--- config.mk ---
export PLATFORM = sky130hd
export DESIGN_NAME = custom_axi_ip_result_fifo_flat
export DESIGN_NICKNAME = d
export VERILOG_FILES = /design/src/rtl/custom_axi_ip_pkg.sv /design/src/rtl/custom_axi_ip_result_fifo_if.sv /design/src/rtl/custom_axi_ip_fifo_mem.sv /design/src/rtl/custom_axi_ip_result_fifo.sv /design/src/flat_wrapper.sv
export SDC_FILE = /design/constraint.sdc
export NUM_CORES = 1
export LEC_CHECK = 0
export CORE_ASPECT_RATIO = 1.5
export CORE_UTILIZATION = 45
export DETAILED_ROUTE_END_ITERATION = 8
export GPL_ROUTABILITY_DRIVEN = 1
export PLACE_DENSITY = 0.68
export RECOVER_POWER = 25
export SYNTH_ARGS = -nofsm -noshare
export SYNTH_HDL_FRONTEND = slang
export SYNTH_HIERARCHICAL = 1
export SYNTH_SLANG_ARGS = --single-unit
export TNS_END_PERCENT = 50
--- constraint.sdc ---
create_clock -name clk_i -period 3.2 [get_ports clk_i]
set_clock_uncertainty 0.15 [all_clocks]
set_input_delay 0.64 -clock clk_i [delete_from_list [all_inputs] [get_ports clk_i]]
set_output_delay 0.64 -clock clk_i [all_outputs]
set_load 0.02 [all_outputs]
--- src/rtl/custom_axi_ip_pkg.sv ---
// Shared types and constants for the custom_axi_ip result path.
package custom_axi_ip_pkg;

  typedef enum logic [1:0] {
    RS_EMPTY  = 2'd0,
    RS_ACTIVE = 2'd1,
    RS_FULL   = 2'd2,
    RS_ERROR  = 2'd3
  } res_state_e;

  localparam logic [1:0]  RES_STROBE_VALID = 2'b01;
  localparam int unsigned DROP_CNT_W       = 8;

endpackage

--- src/rtl/custom_axi_ip_result_fifo_if.sv ---
// Result valid/ready channel from the result FIFO toward the AXI read-data side.
// CUSTOM_AXI_IP_RES_PARITY_EN adds the parity bit and the consumer parity-error return.
interface custom_axi_ip_result_fifo_if #(
  parameter int unsigned DATA_WIDTH = 16
) ();

  logic [DATA_WIDTH-1:0] res_data_o;
  logic                  res_valid_o;
  logic                  res_ready_i;
`ifdef CUSTOM_AXI_IP_RES_PARITY_EN
  logic                  res_parity_o;
  logic                  res_parity_err_i;

  modport master (output res_data_o, res_valid_o, res_parity_o,
                  input  res_ready_i, res_parity_err_i);
  modport slave  (input  res_data_o, res_valid_o, res_parity_o,
                  output res_ready_i, res_parity_err_i);
`else
  modport master (output res_data_o, res_valid_o, input res_ready_i);
  modport slave  (input  res_data_o, res_valid_o, output res_ready_i);
`endif

endinterface

--- src/rtl/custom_axi_ip_fifo_mem.sv ---
// DEPTH x WIDTH storage: one synchronous write port, one asynchronous read port.
module custom_axi_ip_fifo_mem #(
  parameter int unsigned DEPTH = 4,
  parameter int unsigned WIDTH = 16
) (
  input  logic                     clk_i,
  input  logic                     rst_ni,
  input  logic                     wr_en_i,
  input  logic [$clog2(DEPTH)-1:0] wr_addr_i,
  input  logic [WIDTH-1:0]         wr_data_i,
  input  logic [$clog2(DEPTH)-1:0] rd_addr_i,
  output logic [WIDTH-1:0]         rd_data_o
);

  logic [WIDTH-1:0] mem_q [DEPTH];

  // Cleared on reset so the head reads zero straight out of reset.
  always_ff @(posedge clk_i or negedge rst_ni) begin
    if (!rst_ni) begin
      for (int i = 0; i < int'(DEPTH); i++) mem_q[i] <= '0;
    end else if (wr_en_i) begin
      mem_q[wr_addr_i] <= wr_data_i;
    end
  end

  assign rd_data_o = mem_q[rd_addr_i];

endmodule

--- src/rtl/custom_axi_ip_result_fifo.sv ---
// FWFT result FIFO behind the custom_axi_ip stage with drop/error/occupancy status.
// Optional macro CUSTOM_AXI_IP_RES_PARITY_EN: per-entry even parity and consumer parity-error input.
module custom_axi_ip_result_fifo
  import custom_axi_ip_pkg::*;
#(
  parameter int unsigned DEPTH      = 4,
  parameter int unsigned DATA_WIDTH = 16
) (
  input  logic                         clk_i,
  input  logic                         rst_ni,
  input  logic [DATA_WIDTH:0]          din_i,
  input  logic [1:0]                   enable_i,
  input  logic                         clear_i,
  custom_axi_ip_result_fifo_if.master  res_if,
  output logic [$clog2(DEPTH):0]       level_o,
  output logic                         full_o,
  output logic                         empty_o,
  output logic [DROP_CNT_W-1:0]        drop_cnt_o,
  output logic [1:0]                   state_o,
  output logic                         err_o
);

  localparam int unsigned PTR_W   = $clog2(DEPTH);
  localparam int unsigned LEVEL_W = PTR_W + 1;
`ifdef CUSTOM_AXI_IP_RES_PARITY_EN
  localparam int unsigned MEM_W   = DATA_WIDTH + 1;
`else
  localparam int unsigned MEM_W   = DATA_WIDTH;
`endif

  logic [PTR_W-1:0]      wr_ptr_q, rd_ptr_q;
  logic [LEVEL_W-1:0]    level_q, level_d;
  logic [DROP_CNT_W-1:0] drop_cnt_q;
  res_state_e            state_q, state_d;
  logic                  fifo_full, fifo_empty;
  logic                  push_req, malformed, pop, do_push, drop, par_err, fault;
  logic [MEM_W-1:0]      wr_word, rd_word;

  assign fifo_full  = (level_q == LEVEL_W'(DEPTH));
  assign fifo_empty = (level_q == '0);
  assign push_req   = (enable_i == RES_STROBE_VALID) && din_i[0];
  assign malformed  = ((enable_i == RES_STROBE_VALID) && !din_i[0]) || enable_i[1];
  assign pop        = !fifo_empty && res_if.res_ready_i;
  // A pop in the same cycle frees the slot, so a push at full still lands.
  assign do_push    = push_req && (!fifo_full || pop);
  assign drop       = push_req && fifo_full && !pop;

`ifdef CUSTOM_AXI_IP_RES_PARITY_EN
  assign par_err = pop && res_if.res_parity_err_i;
  assign wr_word = {^din_i[DATA_WIDTH:1], din_i[DATA_WIDTH:1]};
  assign res_if.res_parity_o = rd_word[DATA_WIDTH];
`else
  assign par_err = 1'b0;
  assign wr_word = din_i[DATA_WIDTH:1];
`endif

  assign fault   = drop || malformed || par_err;
  assign level_d = level_q + LEVEL_W'(do_push) - LEVEL_W'(pop);

  // Next state from post-push/pop level; ERROR is sticky until clear.
  always_comb begin
    state_d = state_q;
    if (clear_i)                               state_d = RS_EMPTY;
    else if (fault || state_q == RS_ERROR)     state_d = RS_ERROR;
    else if (level_d == LEVEL_W'(DEPTH))       state_d = RS_FULL;
    else if (level_d == '0)                    state_d = RS_EMPTY;
    else                                       state_d = RS_ACTIVE;
  end

  always_ff @(posedge clk_i or negedge rst_ni) begin
    if (!rst_ni) state_q <= RS_EMPTY;
    else         state_q <= state_d;
  end

  always_ff @(posedge clk_i or negedge rst_ni) begin
    if (!rst_ni) begin
      wr_ptr_q   <= '0;
      rd_ptr_q   <= '0;
      level_q    <= '0;
      drop_cnt_q <= '0;
    end else if (clear_i) begin
      wr_ptr_q   <= '0;
      rd_ptr_q   <= '0;
      level_q    <= '0;
      drop_cnt_q <= '0;
    end else begin
      if (do_push) wr_ptr_q <= wr_ptr_q + PTR_W'(1);
      if (pop)     rd_ptr_q <= rd_ptr_q + PTR_W'(1);
      level_q <= level_d;
      if (drop && (drop_cnt_q != '1)) drop_cnt_q <= drop_cnt_q + DROP_CNT_W'(1);
    end
  end

  custom_axi_ip_fifo_mem #(
    .DEPTH (DEPTH),
    .WIDTH (MEM_W)
  ) u_mem (
    .clk_i     (clk_i),
    .rst_ni    (rst_ni),
    .wr_en_i   (do_push && !clear_i),
    .wr_addr_i (wr_ptr_q),
    .wr_data_i (wr_word),
    .rd_addr_i (rd_ptr_q),
    .rd_data_o (rd_word)
  );

  assign res_if.res_data_o  = rd_word[DATA_WIDTH-1:0];
  assign res_if.res_valid_o = !fifo_empty;
  assign level_o    = level_q;
  assign full_o     = fifo_full;
  assign empty_o    = fifo_empty;
  assign drop_cnt_o = drop_cnt_q;
  assign state_o    = state_q;
  assign err_o      = (state_q == RS_ERROR);

endmodule

--- src/flat_wrapper.sv ---
// flat-port wrapper written by rule: the top's interface ports become plain ports
module custom_axi_ip_result_fifo_flat import custom_axi_ip_pkg::*;
#(
  parameter int unsigned DEPTH      = 4,
  parameter int unsigned DATA_WIDTH = 16
)
  (clk_i, rst_ni, din_i, enable_i, clear_i, level_o, full_o, empty_o, drop_cnt_o, state_o, err_o, res_if_res_data_o, res_if_res_valid_o, res_if_res_ready_i);
  custom_axi_ip_result_fifo_if #(.DATA_WIDTH(DATA_WIDTH)) res_if_i ();
  input  logic clk_i;
  input  logic rst_ni;
  input  logic [DATA_WIDTH:0] din_i;
  input  logic [1:0] enable_i;
  input  logic clear_i;
  output logic [$clog2(DEPTH):0] level_o;
  output logic full_o;
  output logic empty_o;
  output logic [DROP_CNT_W-1:0] drop_cnt_o;
  output logic [1:0] state_o;
  output logic err_o;
  output wire logic [$bits(res_if_i.res_data_o)-1:0] res_if_res_data_o;
  output wire logic [$bits(res_if_i.res_valid_o)-1:0] res_if_res_valid_o;
  input wire logic [$bits(res_if_i.res_ready_i)-1:0] res_if_res_ready_i;
  assign res_if_res_data_o = res_if_i.res_data_o;
  assign res_if_res_valid_o = res_if_i.res_valid_o;
  assign res_if_i.res_ready_i = res_if_res_ready_i;
  custom_axi_ip_result_fifo #(.DEPTH(DEPTH), .DATA_WIDTH(DATA_WIDTH)) u_core (.clk_i(clk_i), .rst_ni(rst_ni), .din_i(din_i), .enable_i(enable_i), .clear_i(clear_i), .res_if(res_if_i), .level_o(level_o), .full_o(full_o), .empty_o(empty_o), .drop_cnt_o(drop_cnt_o), .state_o(state_o), .err_o(err_o));
endmodule
==> key figures <==
Synthesis
  • Post-synth top flop: dfrtp_1
  • Post-synth EDFFs: 0
  • Adder-Cell Fraction of Synth Area: under 10%
  • Mapped Cells: about 250
  • Main combinational cell family by area after synthesis: multiplexers
  • Mapped Avg Cell Area: ~15 sq um
  • Synth Net Count: 279
  • Simple-gate area share of the yosys netlist: under 10%
  • Post-synthesis mux area share: just under 30%
  • Post-synth top cells: dfrtp_1, mux2_2, mux4_2
  • Top cell type's share of synthesized area: between 50% and 60%
  • Yosys cell types: 42
  • Register area share after synthesis: a little over half
  • Post-Syn Area: roughly 3800 sq um
  • Largest cells by area after synthesis: dfrtp_1, mux2_2, mux4_2, nor2_1, nor2b_1
  • Synth Warn #: 6
  • Count leader, synth: dfrtp_1
  • Post-synthesis sequential element count: 81
  • Async S/R FF share, synth: 100%
  • Post-synthesis cell type with the largest combined area: dfrtp_1
  • Compound-Gate Fraction of Synth Area: approximately 2.6%
  • XOR/XNOR Fraction of Synth Area: about 1.4%

CTS
  • Clock Path Buffers: 2
  • Sink count of the clock tree: roughly 80
  • Hold_buf cts: 0
  • Cts repair resizes: 0
  • Clock latency on the worst-skew pair: approximately 320 ps
  • Root buffer cell: clkbuf_16
  • CTS tree: done
  • Post-CTS Setup Repair Bufs: 0
  • Reg clk slew, reported paths: 60 ps
  • Htree depth: 3
  • TritonCTS Buffers: 9

Pwr
  • Clock power share: between 20% and 30%
  • P_leak: about 2.1 nW
  • Combinational power share: a little over a third
  • Internal: 0.00242 W
  • Switching share of power: approximately 29%
  • Sequential power share: 37.5%
  • Switching power: slightly above 0.001 W
  • P per Cell Area: 720 nW/um^2
  • Max IR drop VDD: between 0.0005 and 0.0006 V

Worst setup path
  • Worst r2r dst: u_core/state_o[1]
  • FF-to-FF Start: u_core/level_o[1]
  • Worst Setup Path Type: flop to output port
  • Crit-path max cell delay: a little under 600 ps
  • Worst-path cell chain: buf_12 -> mux4_2 -> clkdlybuf4s50_1
  • Worst reg2reg path depth: 8
  • Crit path depth: 3
  • Worst setup SP type: flop
  • CP endpoint kind: output port
  • Critical Path AT: around 2200 ps
  • Largest delay contributor family on the critical path: buffers and inverters
  • Flop2flop setup slack: 710 ps
  • Required @ worst endpoint: 2410 ps
  • Worst path slowest cell: dfrtp_1
  • CP Max Fanout: 10
  • CP Buf/Inv Count: 2

Worst hold path
  • Hold Path Depth: 1
  • Min-delay worst type: flop to flop
  • Min-delay src: u_core/u_mem/mem_q[18]
  • Worst Hold End: u_core/u_mem/mem_q[18]

Drt
  • Post-DRT Antenna Nets: 0
  • DRC violations left: 0
  • Routed vias/inst: roughly 5.4
  • Average wire per cell in the routed design: 16.5 um
  • Drt first pass iters: 4
  • WL final: ~7 mm
  • Vias: ~2300
  • Iteration-0 DRC Markers: slightly below 90

Finish
  • Post-route core utilization: between 50% and 60%
  • Share of cells above drive strength 1: a little over a third
  • Diodes inserted: 0
  • Area growth, synth to finish: 26.8%
  • # nets final: about 340

Timing
  • Slew margin rel.: -33.5%
  • Final worst-path cycle share: between 90% and 100%
  • Final Hold Vio Count: 0
  • Fmax achieved: around 0.33 GHz
  • Crit path time final: 3000 ps
  • Final number of setup-violating endpoints: 0
  • Least-Margin Pin Slew: roughly 2000 ps
  • Hold slack: approximately 350 ps
  • Final setup TNS: 0 ps
  • RSZ-0062 raised after global routing: false
  • Slew Viols, Final: roughly 80
  • Setup WS post-layout: a little over 200 ps

Floorplanning
  • Rows: 40
  • Die Wd: 76.6 um
  • Die area: about 8700 sq um
  • Die height: around 110 um
  • Io pins: 56
  • Starting Density: a little under half
  • Core ar.: between 8000 and 9000 sq um

Flow run
  • Max-cap violations: 1

Global routing
  • GRT overflow: 0
  • Vias in the first global route: approximately 2300
  • GRT Total Usage: ~18%
  • Largest net degree at the start of global routing: slightly above 80
  • Antenna violations before repair: 0
  • Global-route wire length before repair: 12.0 mm

Status
  • Status: complete, but fails checks
  • Violated checks: capacitance limit, slew limit

Placed design
  • Pre-CTS WS: 90.4 ps
  • IO buf count: 55
  • Detailed Place HPWL: between 4 and 5 mm
  • RD Place Congestion: between 0.7 and 0.8
-- per-layer routing --
metal  global-route usage (%)  wire, um  vias to the layer above
met3                     4.00       279                        7
met2                     29.5      3470                       52
met1                     23.9      3180                     1186
met5                        0         0                        -
met4                     6.15        93                        0
li1                         -         -                     1065
-- state kept, by name, indices dropped and copies added, names as in the netlist --
name	cells
u_core/u_mem/mem_q	64
u_core/drop_cnt_o	8
u_core/level_o	3
u_core/rd_ptr_q	2
u_core/state_o	2
u_core/wr_ptr_q	2
-- worst max-delay path by stage --
stage | start | endpoint | slack [ps]
final | u_core/rd_ptr_q[0] | res_if_res_data_o[6] | 200
after global routing | u_core/rd_ptr_q[0] | res_if_res_data_o[6] | 70
after CTS | u_core/rd_ptr_q[0] | res_if_res_data_o[8] | 130
after detailed placement | res_if_res_ready_i | u_core/state_o[1] | 90
after global placement | res_if_res_ready_i | u_core/state_o[1] | 150
after floorplan | res_if_res_ready_i | u_core/state_o[1] | 650
-- per-stage QoR --
step	instance area, sq um	std cells	power, W
floorplan	3760	253	0.00201
global placement	4490	411	0.00252
detailed placement	4490	411	0.00254
CTS	4770	427	0.00348
global route	4770	427	0.00361
finish	4770	427	0.00343
-- layout by cell type, fill, tap and decap left out, types with 3 or more instances in the layout --
cell and count:
dfrtp_1 81, o21ai_1 3, clkdlybuf4s50_1 54, nor2b_1 6
mux2_1 3, nand2_1 3, nand3_1 7, clkinv_2 3
buf_12 5, mux2_2 64, clkbuf_16 9, mux4_2 16
inv_1 3, or4_1 3, buf_4 5, and2_1 3
a21oi_1 6, nor2_1 11, xor2_1 4
-- area by class of cell --
cell class                 instances  area, sq um
clock buffer                      13          260
clock inverter                     3         15.0
fill                             636         3290
inverter                           3         11.3
multi-input combinational        157         1640
sequential                        81         2030
tap                              105          131
timing repair buffer              65          683
-- kinds of logic after synthesis --
kind of cell	count (synthesis)
mux	83
buf+inv	15
fa+ha+maj	3
compound gates	16
flops	81
simple gates	49
xor+xnor	6
-- power groups by stage --
stage	logic (W)	clock network (W)	registers, W
detailed placement	0.00123	0	0.00131
finish	0.00121	0.000931	0.00129
floorplan	0.000719	0	0.00129
CTS	0.00123	0.000958	0.00129
global placement	0.00121	0	0.00130
global route	0.00129	0.00100	0.00132
Power figures use the tool's default switching activity.
